**src/rtl/imm_gen_pipe_pkg.sv**
```systemverilog
// rtl/imm_gen_pipe_pkg.sv - shared decode constants for the immediate generator
package imm_gen_pipe_pkg;

   typedef enum logic [2:0] {
      SEL_I     = 3'd0,
      SEL_B     = 3'd1,
      SEL_U     = 3'd2,
      SEL_S     = 3'd3,
      SEL_J     = 3'd4,
      SEL_CSR   = 3'd5,
      SEL_SHAMT = 3'd6,
      SEL_ILL   = 3'd7
   } sext_sel_e;

   localparam logic [6:0] OP_IMM    = 7'h13;
   localparam logic [6:0] OP_LUI    = 7'h37;
   localparam logic [6:0] OP_AUIPC  = 7'h17;
   localparam logic [6:0] OP_BRANCH = 7'h63;
   localparam logic [6:0] OP_STORE  = 7'h23;
   localparam logic [6:0] OP_JAL    = 7'h6f;
   localparam logic [6:0] OP_SYSTEM = 7'h73;

   function automatic logic sel_is_legal(input logic [2:0] sel);
      return sel != SEL_ILL;
   endfunction

endpackage

```
**src/rtl/imm_gen_pipe_extend.sv**
```systemverilog
// rtl/imm_gen_pipe_extend.sv - combinational immediate extraction and extension
module imm_extend
   import imm_gen_pipe_pkg::*;
#(
   parameter int XLEN = 32
) (
   input  logic [31:0]     ir2,
   input  logic [2:0]      sext_select,
   output logic [XLEN-1:0] imm,
   output logic            err
);

   logic unused_opcode;
   assign unused_opcode = ^ir2[6:0];

   // Signed formats start from a full fill of ir2[31] and overwrite the low bits.
   always_comb begin
      imm = '0;
      err = 1'b0;
      case (sext_select)
         SEL_I: begin
            imm       = {XLEN{ir2[31]}};
            imm[11:0] = ir2[31:20];
         end
         SEL_B: begin
            imm       = {XLEN{ir2[31]}};
            imm[12:0] = {ir2[31], ir2[7], ir2[30:25], ir2[11:8], 1'b0};
         end
         SEL_U: begin
            imm       = {XLEN{ir2[31]}};
            imm[31:0] = {ir2[31:12], 12'b0};
         end
         SEL_S: begin
            imm       = {XLEN{ir2[31]}};
            imm[11:0] = {ir2[31:25], ir2[11:7]};
         end
         SEL_J: begin
            imm       = {XLEN{ir2[31]}};
            imm[20:0] = {ir2[31], ir2[19:12], ir2[20], ir2[30:21], 1'b0};
         end
         SEL_CSR: begin
            imm[4:0] = ir2[19:15];
         end
         SEL_SHAMT: begin
            imm[4:0] = ir2[24:20];
            if (XLEN == 64) begin
               imm[5] = ir2[25];
            end
         end
         default: begin
            err = !sel_is_legal(sext_select);
         end
      endcase
   end

endmodule

```
**src/rtl/imm_gen_pipe.sv**
```systemverilog
// rtl/imm_gen_pipe.sv - immediate generator behind a two-entry skid buffer
module imm_gen_pipe
   import imm_gen_pipe_pkg::*;
#(
   parameter int XLEN = 32,
   parameter int TAGW = 4
) (
   input  logic            clk,
   input  logic            reset,
   input  logic            flush,
   input  logic            in_valid,
   output logic            in_ready,
   input  logic [31:0]     ir2,
   input  logic [2:0]      sext_select,
   input  logic [TAGW-1:0] in_tag,
   output logic            out_valid,
   input  logic            out_ready,
   output logic [XLEN-1:0] out_imm,
   output logic [TAGW-1:0] out_tag,
   output logic            out_err
);

   logic [XLEN-1:0] ext_imm;
   logic            ext_err;

   imm_extend #(.XLEN(XLEN)) u_ext (
      .ir2         (ir2),
      .sext_select (sext_select),
      .imm         (ext_imm),
      .err         (ext_err)
   );

   logic            out_valid_q, out_valid_d;
   logic [XLEN-1:0] out_imm_q, out_imm_d;
   logic [TAGW-1:0] out_tag_q, out_tag_d;
   logic            out_err_q, out_err_d;
   logic            skid_valid_q, skid_valid_d;
   logic [XLEN-1:0] skid_imm_q, skid_imm_d;
   logic [TAGW-1:0] skid_tag_q, skid_tag_d;
   logic            skid_err_q, skid_err_d;
   logic            in_ready_q, in_ready_d;
   logic            in_xfer, out_free;

   assign in_xfer  = in_valid && in_ready_q;
   assign out_free = !out_valid_q || out_ready;

   always_comb begin
      out_valid_d  = out_valid_q;
      out_imm_d    = out_imm_q;
      out_tag_d    = out_tag_q;
      out_err_d    = out_err_q;
      skid_valid_d = skid_valid_q;
      skid_imm_d   = skid_imm_q;
      skid_tag_d   = skid_tag_q;
      skid_err_d   = skid_err_q;
      if (flush) begin
         out_valid_d  = 1'b0;
         skid_valid_d = 1'b0;
      end else if (out_free) begin
         // A full skid means in_ready is low, so no input competes with the refill.
         if (skid_valid_q) begin
            out_valid_d  = 1'b1;
            out_imm_d    = skid_imm_q;
            out_tag_d    = skid_tag_q;
            out_err_d    = skid_err_q;
            skid_valid_d = 1'b0;
         end else if (in_xfer) begin
            out_valid_d = 1'b1;
            out_imm_d   = ext_imm;
            out_tag_d   = in_tag;
            out_err_d   = ext_err;
         end else begin
            out_valid_d = 1'b0;
         end
      end else if (in_xfer) begin
         skid_valid_d = 1'b1;
         skid_imm_d   = ext_imm;
         skid_tag_d   = in_tag;
         skid_err_d   = ext_err;
      end
      in_ready_d = !skid_valid_d;
   end

   always_ff @(posedge clk) begin
      if (reset) begin
         out_valid_q  <= 1'b0;
         out_imm_q    <= '0;
         out_tag_q    <= '0;
         out_err_q    <= 1'b0;
         skid_valid_q <= 1'b0;
         skid_imm_q   <= '0;
         skid_tag_q   <= '0;
         skid_err_q   <= 1'b0;
         in_ready_q   <= 1'b1;
      end else begin
         out_valid_q  <= out_valid_d;
         out_imm_q    <= out_imm_d;
         out_tag_q    <= out_tag_d;
         out_err_q    <= out_err_d;
         skid_valid_q <= skid_valid_d;
         skid_imm_q   <= skid_imm_d;
         skid_tag_q   <= skid_tag_d;
         skid_err_q   <= skid_err_d;
         in_ready_q   <= in_ready_d;
      end
   end

   assign in_ready  = in_ready_q;
   assign out_valid = out_valid_q;
   assign out_imm   = out_imm_q;
   assign out_tag   = out_tag_q;
   assign out_err   = out_err_q;

endmodule

```
**config.mk**
```make
export PLATFORM = sky130hd
export DESIGN_NAME = imm_gen_pipe
export DESIGN_NICKNAME = d
export VERILOG_FILES = /design/src/rtl/imm_gen_pipe_pkg.sv /design/src/rtl/imm_gen_pipe_extend.sv /design/src/rtl/imm_gen_pipe.sv
export SDC_FILE = /design/constraint.sdc
export NUM_CORES = 1
export LEC_CHECK = 0
export ABC_AREA = 1
export CAP_MARGIN = 20
export CORE_MARGIN = 1
export CORE_UTILIZATION = 48
export DETAILED_ROUTE_END_ITERATION = 8
export PLACE_DENSITY_LB_ADDON = 0.05
export SYNTH_ARGS = -nofsm -noshare
export SYNTH_HDL_FRONTEND = slang
export SYNTH_HIERARCHICAL = 1
export SYNTH_SLANG_ARGS = --single-unit
```
**constraint.sdc**
```tcl
create_clock -name clk -period 3.55 [get_ports clk]
set_input_delay 1.065 -clock clk [delete_from_list [all_inputs] [get_ports clk]]
set_output_delay 1.065 -clock clk [all_outputs]
set_load 0.03 [all_outputs]
```
==> impl_metrics.tcl <==
set metrics [dict create \
    status "finished clean" \
    clkPwrFrac 0.335 \
    via_per_inst 4.87 \
    cts_root_buffer "clkbuf_8" \
    ir_worst_vdd_v 0.000205 \
    finalInstanceArea_um2 5100 \
    crit_required_ns 3.84 \
    max_freq_mhz 386 \
    clkSlewWorstSetupHoldPaths_ns 0.08 \
    ys_seq_elements 77 \
    worst_pin_slew_ns 0.749 \
    clkSinkCount 77 \
    power.switching_uw 591 \
    drv_cap 0 \
    synthDistinctLibCells 24 \
    synth_nets 726 \
    diodes 0 \
    path_cells "clkdlybuf4s50_1 > inv_6 > nand2_4 > nand3_4 > nand3_1 > inv_1 > o21ai_0 > nor2_1 > nor2_1" \
    setup_viol 0 \
    crit_arrival_ns 2.88 \
    grt_pass1_wl_um 16400 \
    fillCellCount 822 \
    drc_errors 0 \
    dpl_cell_area_um2 4900 \
    antenna_found_initial 0 \
    initial_utilization 0.503 \
    num_vias 4084 \
    worstSetupPathType "in -> reg" \
    wl_per_cell_um 11.5 \
    grt_pass1_vias 3750 \
    ys_warn_count 6 \
    tns_ns 0 \
    cts_tree "yes" \
    startpoint_type "primary input" \
    period_share 0.730 \
    grt_overflow 0 \
    whs_ns 0.488 \
    register_area_um2 1540 \
    insertion_delay_ns 0.35 \
    powerDensity_nw_per_um2 390 \
    cp_max_fo 19 \
    dieArea_um2 9110 \
    htreeDepth 3 \
    post-place-cells 823 \
    drive_gt1_frac 0.0573 \
    die_h_um 95.4 \
    areaGrowthSynthToFinish_pct 21.7 \
    hold_viol_final 0 \
    ys_seq_area_frac 0.368 \
    final_antenna_net_count 0 \
    drv_slew 0 \
    ctsLongestPathBuffers 2 \
    syn_avg_cell_area_um2 6.15 \
    portBuffers 75 \
    critPathMaxStageDelay_ns 0.83 \
    post_cts_buffers 0 \
    globalplace.congestion 0.813 \
    cts_resized 0 \
    p_int_mw 1.40 \
    skew_ns 0.00817 \
    grt_util_all_layers 0.227 \
    fp-row-count 33 \
    relSlewSlack 0.500 \
    drt-total-wl_um 9620 \
    comb_power_share 0.203 \
    slowest_stage "clkdlybuf4s50_1" \
    syn_inst 682 \
    drtIter0Drc 180 \
    final_cells 838 \
    p_sw_frac 0.297 \
    finalNetCount 773 \
    dp.final_hpwl_um 6430 \
    period_needed_ns 2.59 \
    cp-end-kind "flip-flop" \
    grt_setup_unrepaired "false" \
    core_region_area_um2 8340 \
    seq_power_share 0.461 \
    grt_start_max_net_pins 75 \
    die-width_um 95.4 \
    cpMostUsedCell "nor2_1" \
    syn_area_um2 4190 \
    dr.pass1.iters 5 \
    multi_input_area_um2 2030 \
    postCtsHoldBufs 0 \
    hp-class "reg -> reg" \
    numCtsBuffers 9 \
    io_pins 83 \
    leakage_nw 2.38 \
]
-- power groups by stage --
stage               clock network, mW  logic, mW  registers, mW
finish                          0.668      0.405          0.919
global route                    0.719      0.450          0.923
CTS                             0.684      0.407          0.919
detailed placement                  0      0.405          0.939
global placement                    0      0.398          0.938
floorplan                           0      0.206          0.996
-- cell usage in the layout (no fill, tap or decap), types with 4 or more instances in the layout --
cell type / netlist / routed
a21oi_1: 38 / 38
buf_4: 1 / 4
clkbuf_8: 0 / 10
clkdlybuf4s50_1: 0 / 75
dfxtp_1: 77 / 76
inv_1: 89 / 87
inv_2: 3 / 5
nand2_1: 196 / 196
nand3_1: 54 / 54
nand3_2: 4 / 4
nand4_1: 6 / 6
nor2_1: 120 / 119
o21ai_0: 37 / 37
-- per-layer routing --
metal | up-vias | share of wire | global-route usage
met1 | 1826 | 0.46 | 0.279
met3 | 12 | 0.045 | 0.0351
li1 | 2165 | - | -
met4 | 0 | 0.014 | 0.0746
met5 | - | 0 | 0
met2 | 81 | 0.48 | 0.402
-- path summary, 6_finish.rpt --
| path | start | endpoint | slack, ns | cells past startpoint |
|---|---|---|---|---|
| max | sext_select[0] | out_imm[30] | 0.96 | 9 |
| min | skid_imm_q[12] | skid_imm_q[12] | 0.49 | 2 |
| max reg2reg | skid_valid_q | out_imm[3] | 1.86 | 4 |
| min reg2reg | skid_imm_q[12] | skid_imm_q[12] | 0.49 | 2 |
-- logic make-up (layout without fill, tap and decap cells) --
family,after synthesis,in the layout,share of synthesized area
AND/OR/NAND/NOR,389,389,0.390
buffers and inverters,139,190,0.149
AO/OA/AOI/OAI,77,77,0.0931
flip-flops,77,77,0.368
-- flip-flops by register name, indices dropped and copies added, names as in the netlist, 4 cells and up --
register / flops
out_imm: 32
skid_tag_q: 4
out_tag: 4
skid_imm_q: 32
-- layout make-up --
class,count,area share
Clock inverter,5,0.0120
Inverter,93,0.0694
Tap cell,105,0.0258
Clock buffer,10,0.0270
Sequential cell,77,0.302
Multi-Input combinational cell,466,0.399
Timing Repair Buffer,82,0.165
-- worst max-delay path: cells and delay by family --
kind | cells | cell delay (ns)
buffers and inverters | 3 | 0.98
AND/OR/NAND/NOR | 5 | 0.66
AO/OA/AOI/OAI | 1 | 0.17
-- through the flow --
step	power (mW)	utilization	setup slack [ns]
2_1_floorplan	1.20	-	1.55
3_3_place_gp	1.34	0.588	0.642
3_5_place_dp	1.34	0.588	0.599
4_1_cts	2.01	0.612	0.960
5_1_grt	2.09	0.612	0.814
6_report	1.99	0.612	0.960
-- cell usage after synthesis --
master	n	share of area
nand3_4	2	0.0084
nand3_1	54	0.064
nand2_1	196	0.18
buf_1	3	0.0027
nand3_2	4	0.0096
nor2_4	1	0.0027
inv_1	89	0.080
nor2_8	1	0.0048
nand2_4	1	0.0027
nand4_1	6	0.0090
clkbuf_1	12	0.011
a21oi_1	38	0.045
buf_6	9	0.024
o21ai_0	37	0.044
dfxtp_1	77	0.37
o21a_1	2	0.0036
nor2_1	120	0.11
nor3_1	1	0.0012
inv_2	3	0.0027
buf_2	21	0.025
inv_6	1	0.0021
buf_4	1	0.0018
nor2_2	1	0.0015
nand2_2	2	0.0030
Power figures use the tool's default switching activity.
